==> config.mk <==
export PLATFORM = sky130hd
export DESIGN_NAME = game_status_block
export DESIGN_NICKNAME = d
export VERILOG_FILES = /design/src/rtl/game_pkg.sv /design/src/rtl/rise_edge_detect.sv /design/src/rtl/game_status_block.sv
export SDC_FILE = /design/constraint.sdc
export NUM_CORES = 1
export LEC_CHECK = 0
export CAP_MARGIN = 20
export CORE_MARGIN = 1.5
export CORE_UTILIZATION = 40
export DETAILED_ROUTE_END_ITERATION = 10
export PLACE_DENSITY = 0.61
export SYNTH_ARGS = -nofsm -noshare
export SYNTH_HDL_FRONTEND = slang
export SYNTH_SLANG_ARGS = --single-unit
==> constraint.sdc <==
create_clock -name clk -period 2.8 [get_ports clk]
set_input_delay 0.84 -clock clk [delete_from_list [all_inputs] [get_ports clk]]
set_output_delay 0.84 -clock clk [all_outputs]
set_load 0.02 [all_outputs]
==> src/rtl/game_pkg.sv <==
// Shared types, constants and the target-number mapping for the game status block.
package game_pkg;

  typedef enum logic [1:0] {
    PLAY       = 2'd0,
    LOSE_DELAY = 2'd1,
    GAME_OVER  = 2'd2,
    WON        = 2'd3
  } state_t;

  // Feedback taps for x^8+x^6+x^5+x^4+1 on a left-shifting register.
  localparam logic [7:0] LFSR_TAPS = 8'hB8;
  localparam logic [3:0] DIGIT_MAX = 4'd9;

  function automatic logic [3:0] next_target(input logic [3:0] rnd, input logic [3:0] current);
    logic [3:0] n;
    n = rnd;
    if (n == 4'd0) begin
      n = 4'd1;
    end else if (n > DIGIT_MAX) begin
      n = n - 4'd6;
    end else begin
      n = n;
    end
    if (n == current) begin
      n = (n == DIGIT_MAX) ? 4'd1 : (n + 4'd1);
    end else begin
      n = n;
    end
    return n;
  endfunction

endpackage

==> src/rtl/rise_edge_detect.sv <==
// Registers a level input and emits a registered one-clock pulse on its rising edge.
module rise_edge_detect (
  input  logic clk,
  input  logic rst_n,
  input  logic in_i,
  output logic pulse_o
);

  logic in_q;
  logic pulse_q;

  // Delay the level once and register the rise so downstream logic sees a clean pulse.
  always_ff @(posedge clk or negedge rst_n) begin
    if (!rst_n) begin
      in_q    <= 1'b0;
      pulse_q <= 1'b0;
    end else begin
      in_q    <= in_i;
      pulse_q <= in_i & ~in_q;
    end
  end

  assign pulse_o = pulse_q;

endmodule

==> src/rtl/game_status_block.sv <==
// Game-state tracker: lives, score, current target number and the play/lose/over/won flow.
module game_status_block
  import game_pkg::*;
#(
  parameter logic [3:0] INIT_LIFE      = 4'd3,
  parameter logic [3:0] WIN_SCORE      = 4'd9,
  parameter int         RESPAWN_FRAMES = 60,
  parameter logic [7:0] LFSR_SEED      = 8'hA5
) (
  input  logic       clk,
  input  logic       resetN,
  input  logic       startOfFrame,
  input  logic       startGame,
  input  logic       ballLost,
  input  logic       hitValid,
  input  logic [3:0] hitNumber,
  output logic [3:0] life,
  output logic [3:0] score,
  output logic [3:0] scoreNumber,
  output logic       gameOver,
  output logic       gameWon,
  output logic       ballRespawn
);

  localparam int FW = (RESPAWN_FRAMES > 1) ? $clog2(RESPAWN_FRAMES) : 1;
  localparam logic [FW-1:0] FRAME_LAST = FW'(RESPAWN_FRAMES - 1);

  state_t        state_q, state_d;
  logic [3:0]    life_q, life_d;
  logic [3:0]    score_q, score_d;
  logic [3:0]    sn_q, sn_d;
  logic [FW-1:0] frame_q, frame_d;
  logic [7:0]    lfsr_q, lfsr_d;
  logic [3:0]    hit_num_q;
  logic          respawn_q, respawn_d;
  logic          over_q, over_d;
  logic          won_q, won_d;

  logic start_ev_s, lost_ev_s, hit_ev_s, hit_ok_s;

  rise_edge_detect u_start (.clk(clk), .rst_n(resetN), .in_i(startGame), .pulse_o(start_ev_s));
  rise_edge_detect u_lost  (.clk(clk), .rst_n(resetN), .in_i(ballLost),  .pulse_o(lost_ev_s));
  rise_edge_detect u_hit   (.clk(clk), .rst_n(resetN), .in_i(hitValid),  .pulse_o(hit_ev_s));

  assign lfsr_d   = {lfsr_q[6:0], ^(lfsr_q & LFSR_TAPS)};
  // hit_num_q holds hitNumber from the cycle the rise was seen, aligned with hit_ev_s.
  assign hit_ok_s = hit_ev_s && (hit_num_q == sn_q) && (score_q < WIN_SCORE);

  // Next-state and output computation for the game flow.
  always_comb begin
    state_d   = state_q;
    life_d    = life_q;
    score_d   = score_q;
    sn_d      = sn_q;
    frame_d   = frame_q;
    respawn_d = 1'b0;
    if (start_ev_s) begin
      state_d   = PLAY;
      life_d    = INIT_LIFE;
      score_d   = 4'd0;
      sn_d      = next_target(lfsr_q[3:0], sn_q);
      frame_d   = {FW{1'b0}};
      respawn_d = 1'b1;
    end else begin
      case (state_q)
        PLAY: begin
          if (hit_ok_s) begin
            score_d = score_q + 4'd1;
            sn_d    = next_target(lfsr_q[3:0], sn_q);
          end else begin
            score_d = score_q;
          end
          // A winning hit pre-empts a simultaneous ball loss.
          if (hit_ok_s && ((score_q + 4'd1) == WIN_SCORE)) begin
            state_d = WON;
          end else if (lost_ev_s && (life_q != 4'd0)) begin
            life_d = life_q - 4'd1;
            if (life_q == 4'd1) begin
              state_d = GAME_OVER;
            end else begin
              state_d = LOSE_DELAY;
              frame_d = {FW{1'b0}};
            end
          end else begin
            state_d = PLAY;
          end
        end
        LOSE_DELAY: begin
          if (startOfFrame && (frame_q == FRAME_LAST)) begin
            respawn_d = 1'b1;
            state_d   = PLAY;
            frame_d   = {FW{1'b0}};
          end else if (startOfFrame) begin
            frame_d = frame_q + FW'(1);
          end else begin
            frame_d = frame_q;
          end
        end
        default: begin
          state_d = state_q;
        end
      endcase
    end
    over_d = (state_d == GAME_OVER);
    won_d  = (state_d == WON);
  end

  // State and output registers.
  always_ff @(posedge clk or negedge resetN) begin
    if (!resetN) begin
      state_q   <= PLAY;
      life_q    <= INIT_LIFE;
      score_q   <= 4'd0;
      sn_q      <= 4'd5;
      frame_q   <= {FW{1'b0}};
      lfsr_q    <= LFSR_SEED;
      hit_num_q <= 4'd0;
      respawn_q <= 1'b0;
      over_q    <= 1'b0;
      won_q     <= 1'b0;
    end else begin
      state_q   <= state_d;
      life_q    <= life_d;
      score_q   <= score_d;
      sn_q      <= sn_d;
      frame_q   <= frame_d;
      lfsr_q    <= lfsr_d;
      hit_num_q <= hitNumber;
      respawn_q <= respawn_d;
      over_q    <= over_d;
      won_q     <= won_d;
    end
  end

  assign life        = life_q;
  assign score       = score_q;
  assign scoreNumber = sn_q;
  assign gameOver    = over_q;
  assign gameWon     = won_q;
  assign ballRespawn = respawn_q;

endmodule

======== After elaboration in Yosys (flattened, before gate mapping) ========
Cells that the tools add are included.
storage, ports and cells
  flip-flop bits (word level) ............. 41
  latch bits .............................. 0
  memory bits (writable) .................. 0
  memory bits (read-only) ................. 0
  bits of input ports ..................... 10
  output and inout bits ................... 15
  logic and storage cells ................. 98
  memories ................................ 0
operators by class
  add/subtract/negate cells ............... 6
  multiply operators ...................... 0
  div/mod/pow operators ................... 0
  $lt $le $gt $ge ......................... 2
  eq/ne operators ......................... 16
  shift-type cells ........................ 0
  multiplexer cells ....................... 36
  bitwise operators ....................... 6
  reductions and logical operators ........ 16
operators with widths
  operator                                              count
  two-way mux 4 bit                                     20
  two-way mux 6 bit                                     6
  adder 4 x 1 -> 4 bit, second input constant           3
  equality test 4 bit                                   3
  equality test 4 bit, second input constant            3
  one-hot mux 6 bit (2 select lines)                    1
  two-way mux 2 bit                                     5
  != test 3 x 2 -> 1 bit, second input constant         3
  XOR reduction 8 bit                                   1
  adder 6 x 1 -> 6 bit, second input constant           1
  equality test 6 bit, second input constant            1
  nonzero test 2 bit                                    3
  logical AND 1 bit                                     5
  AND reduction 5 bit                                   1
  equality test 2 bit, second input constant            2
  equality test 4 x 1 -> 1 bit, second input constant   1
  greater-than comparator 4 bit, second input constant  1
  zero test 4 bit                                       1
  < comparator 4 bit, second input constant             1
  != test 4 x 3 -> 1 bit, second input constant         1
  one-hot mux 2 bit (2 select lines)                    1
  nonzero test 4 bit                                    1
  subtractor 4 x 1 -> 4 bit, second input constant      1
  subtractor 4 x 3 -> 4 bit, second input constant      1
  9 further kinds                                       15

======== Logic depth before layout (Yosys ltp) ========
Gate-level depths: netlist of run 1.
  depth after elaboration ................. 12
  depth in mapped cells ................... 8

======== Modules after synthesis ========
Synthesis of run 1 repeated with hierarchy kept, for this count alone.
unflattened totals
  cells, all modules ...................... 210
  area total of the unflattened synthesis .. 2167.1 µm²
by module, submodules not included
  module             times used  cells an instance  area each (µm²)  sequential area each (µm²)
  game_status_block  1           201                1975.6           885.8
  rise_edge_detect   3           3                  63.8             50.0

======== Least setup slack after synthesis of run 1 ========
Ideal clock, no wire load.
  path kind ............................... register to register
  start point ............................. register score_q[0] (netlist: score[0])
  end point ............................... register sn_q[3] (netlist: scoreNumber[3])
  library setup time ...................... 118 ps
  arrival time ............................ 2021 ps
  slack ................................... 661 ps
  cell stages (with the launch flop) ...... 8
  buffers on the path ..................... 0
  clock period less this slack ............ 2139 ps
  path through ............................ dfrtp_1 > inv_1 > ha_1 > nor2b_1 > o2111a_1 > a21oi_2 > mux2_2 > a21o_1
between the ends
  word-level cells in the longest chain between the ends .. 4
ends and longest elaborated chain
  what                           RTL line                  RTL
  start, declared                game_status_block.sv:30   logic [3:0] score_q, score_d;
  start signal, assigned         game_status_block.sv:124  score_q <= score_d;
  < comparator 4 bit             game_status_block.sv:47   assign hit_ok_s = hit_ev_s && (hit_num_q == sn_q) && (score_q < WIN_SCORE);
  logical AND 1 bit              game_status_block.sv:47
  nonzero test 2 bit (no line)   n/a
  AND reduction 2 bit (no line)  n/a
  end signal, assigned           game_status_block.sv:125  sn_q <= sn_d;
  end, declared                  game_status_block.sv:31   logic [3:0] sn_q, sn_d;
No other way between the ends.
A chain may end at the register's enable or synchronous reset.

======== Worst setup path after layout of run 1 ========
  start point ............................. register sn_q[2] (netlist: scoreNumber[2])
  end point ............................... output scoreNumber[2]
RTL lines
  what           RTL line                 RTL
  end, declared  game_status_block.sv:19  output logic [3:0] scoreNumber,
No word-level cell between the ends.

==> results of run 1 <==
[through the flow]
| step | instance area (um2) | std cells | total power, mW |
|---|---|---|---|
| finish | 2600 | 314 | 1.52 |
| global route | 2600 | 314 | 1.61 |
| CTS | 2600 | 314 | 1.54 |
| detailed placement | 2480 | 306 | 1.04 |
| global placement | 2480 | 306 | 1.03 |
| floorplan | 2180 | 214 | 0.918 |
[layer usage]
metal  track usage, %  vias up  wire length [um]
met5                0        -                 0
met4             4.81        0                37
met3             3.81        4               137
met2             25.5       25              1990
met1             20.0      828              2010
li1                 -      830                 -
[power by group]
group	total [mW]	internal [mW]	switching, mW
registers	0.707	0.648	0.0587
clock network	0.499	0.291	0.208
logic	0.315	0.143	0.172
total	1.52	1.08	0.439
[logic make-up after synthesis]
logic type	after synthesis	synth area share, %
muxes	4	1.90
and+or+nand+nor	79	20.0
buffers and inverters	15	3.56
xor gates and xnor gates	10	4.71
DFF	41	47.6
AOI/OAI and AO/OA	58	18.3
adders and majority gates	7	4.02
[path summary, 6_finish.rpt]
path	startpoint	endpoint	slack [ns]
min	lfsr_q[6]$_DFF_PN0_	lfsr_q[7]$_DFF_PN1_	0.37
max in group asynchronous	resetN	scoreNumber[0]$_DFFE_PN1P_	1.64
max	scoreNumber[2]$_DFFE_PN1P_	scoreNumber[2]	0.41
min in group asynchronous	resetN	frame_q[5]$_DFFE_PN0P_	0.44
max reg2reg	lfsr_q[1]$_DFF_PN0_	scoreNumber[3]$_DFFE_PN0P_	0.71
min reg2reg	lfsr_q[6]$_DFF_PN0_	lfsr_q[7]$_DFF_PN1_	0.37
[registers in the layout, indices dropped and copies added (netlist names)]
register / count
u_lost.in_q: 1
u_start.pulse_o: 1
u_hit.pulse_o: 1
lfsr_q: 8
state_q: 2
ballRespawn: 1
hit_num_q: 4
u_start.in_q: 1
u_lost.pulse_o: 1
score: 4
gameOver: 1
u_hit.in_q: 1
gameWon: 1
life: 4
scoreNumber: 4
frame_q: 6
[synth_stat cells, types with 4 or more instances]
library cell / number / share of area [%]
nor3_1: 4 / 0.92
ha_1: 7 / 4.0
nand3_1: 10 / 2.3
nor2_1: 12 / 2.1
inv_1: 10 / 1.7
dfstp_2: 8 / 9.6
nand2_1: 18 / 3.1
o21ai_0: 12 / 2.8
xnor2_1: 5 / 2.0
a31oi_1: 5 / 1.4
dfrtp_1: 33 / 38
nor2b_1: 10 / 2.9
a21oi_1: 14 / 3.2
nand2b_1: 4 / 1.1
o31ai_1: 5 / 1.7
[final cells by class]
type / count / area [um2] / area share (%)
tap: 70 / 87.6 / 3.37
inverter: 10 / 37.5 / 1.44
multi-input combinational: 158 / 1060 / 41.0
clock inverter: 1 / 30.0 / 1.15
clock buffer: 7 / 86.3 / 3.32
timing repair buffer: 27 / 258 / 9.91
sequential: 41 / 1040 / 39.8
==> results_dict.tcl, run 1 <==
set metrics [dict create \
    status "complete, no violations" \
    numPortBuffers 24 \
    drtPass1Iterations 4 \
    final_cell_mix "dfrtp_1 (33), clkdlybuf4s50_1 (23), nand2_1 (18)" \
    ys_async_sr_fraction_pct 100 \
    cap_violations 0 \
    gp_congestion 0.815 \
    ys.flop_type "dfrtp_1" \
    yosysWarnings 0 \
    cp_top_family "buffers and inverters" \
    rsz0062_at_grt "no" \
    root_buffer "clkbuf_8" \
    finalSetupTns_ns 0 \
    syn_inst 214 \
    post_cts_buffers 0 \
    path_clk_slew_ns 0.08 \
    holdWs_ns 0.368 \
    tightestPinTransition_ns 0.467 \
    detail-route-antenna-nets 0 \
    synth-edff-count 0 \
    routed_wl_um 4180 \
    drv_slew 0 \
    cts.htree.levels 2 \
    setup.worst_path.end_class "output pin" \
    finalNetCount 260 \
    cts_resized 0 \
    fin_crit_ns 2.39 \
    path_buf_inv 1 \
    worst_slack_ns 0.413 \
    io-pin-count 25 \
    grt_max_degree 28 \
    ys_seq_elements 41 \
    cts_hold_buf 0 \
    fillCellCount 492 \
    placeableCoreArea_mm2 0.00517 \
    grt_usage_pct 15.5 \
    die_area_mm2 0.00590 \
    final_core_util_pct 50.3 \
    startpoint_type "flop" \
    cts_sinks 41 \
    syn-cell-area_mm2 0.00218 \
    route.detailed.drc 0 \
    path_depth 1 \
    powerDensity_mw_per_mm2 585 \
    wl_per_cell_um 13.3 \
    numCtsBuffers 5 \
    cp_cell_sequence "clkdlybuf4s50_1" \
    maxSlewHeadroom_pct 68.9 \
    drive_gt1_share_pct 13.9 \
    grt_pass1_wl_um 7330 \
    area_delta_synth_final_pct 19.4 \
    p_leak_nw 1.16 \
    crit_arrival_ns 1.55 \
    whs_path_depth 0 \
    syn_nets 231 \
    post-place-ws_ns 0.454 \
    diodes 0 \
    drt_iter0_markers 55 \
    final-hold-violation-count 0 \
    ir_drop_v 0.000263 \
    post-route-period-util_pct 85.2 \
    final_common_cell "dfrtp_1" \
    clockBufferDepth 2 \
    die_w_um 76.8 \
    dieHeight_um 76.8 \
    vias 1687 \
    num_rows 26 \
    yosysSeqAreaShare_pct 47.6 \
    syn_area_per_cell_um2 10.2 \
    required_ns 1.96 \
    rr_worst_depth 6 \
    grt_overflow_total 0 \
    start_util_pct 42.1 \
    finalSetupViolCount 0 \
    via_per_inst 5.37 \
    cp_slowest_cell "clkdlybuf4s50_1" \
    crit_type "reg -> out" \
    hpwl_um 2970 \
    max_clock_freq_mhz 419 \
    slowest_delay_ns 0.64 \
    grt_pass1_vias 1616 \
    hp-class "reg -> reg" \
    antenna_found_initial 0 \
    crit_fanout 8 \
    cts_tree "built" \
    clk_latency_ns 0.29 \
    fin_skew_ns 0.00586 \
    yosys.cell_types.count 51 \
]
(Power assumes the default switching activity.)
==> run 2: changes to the inputs <==
- CTS_CLUSTER_SIZE: default -> 20
- SKIP_CTS_REPAIR_TIMING: default -> 1
==> results of run 2 <==
No change in the layout: final DEF, timing and power equal those of run 1.
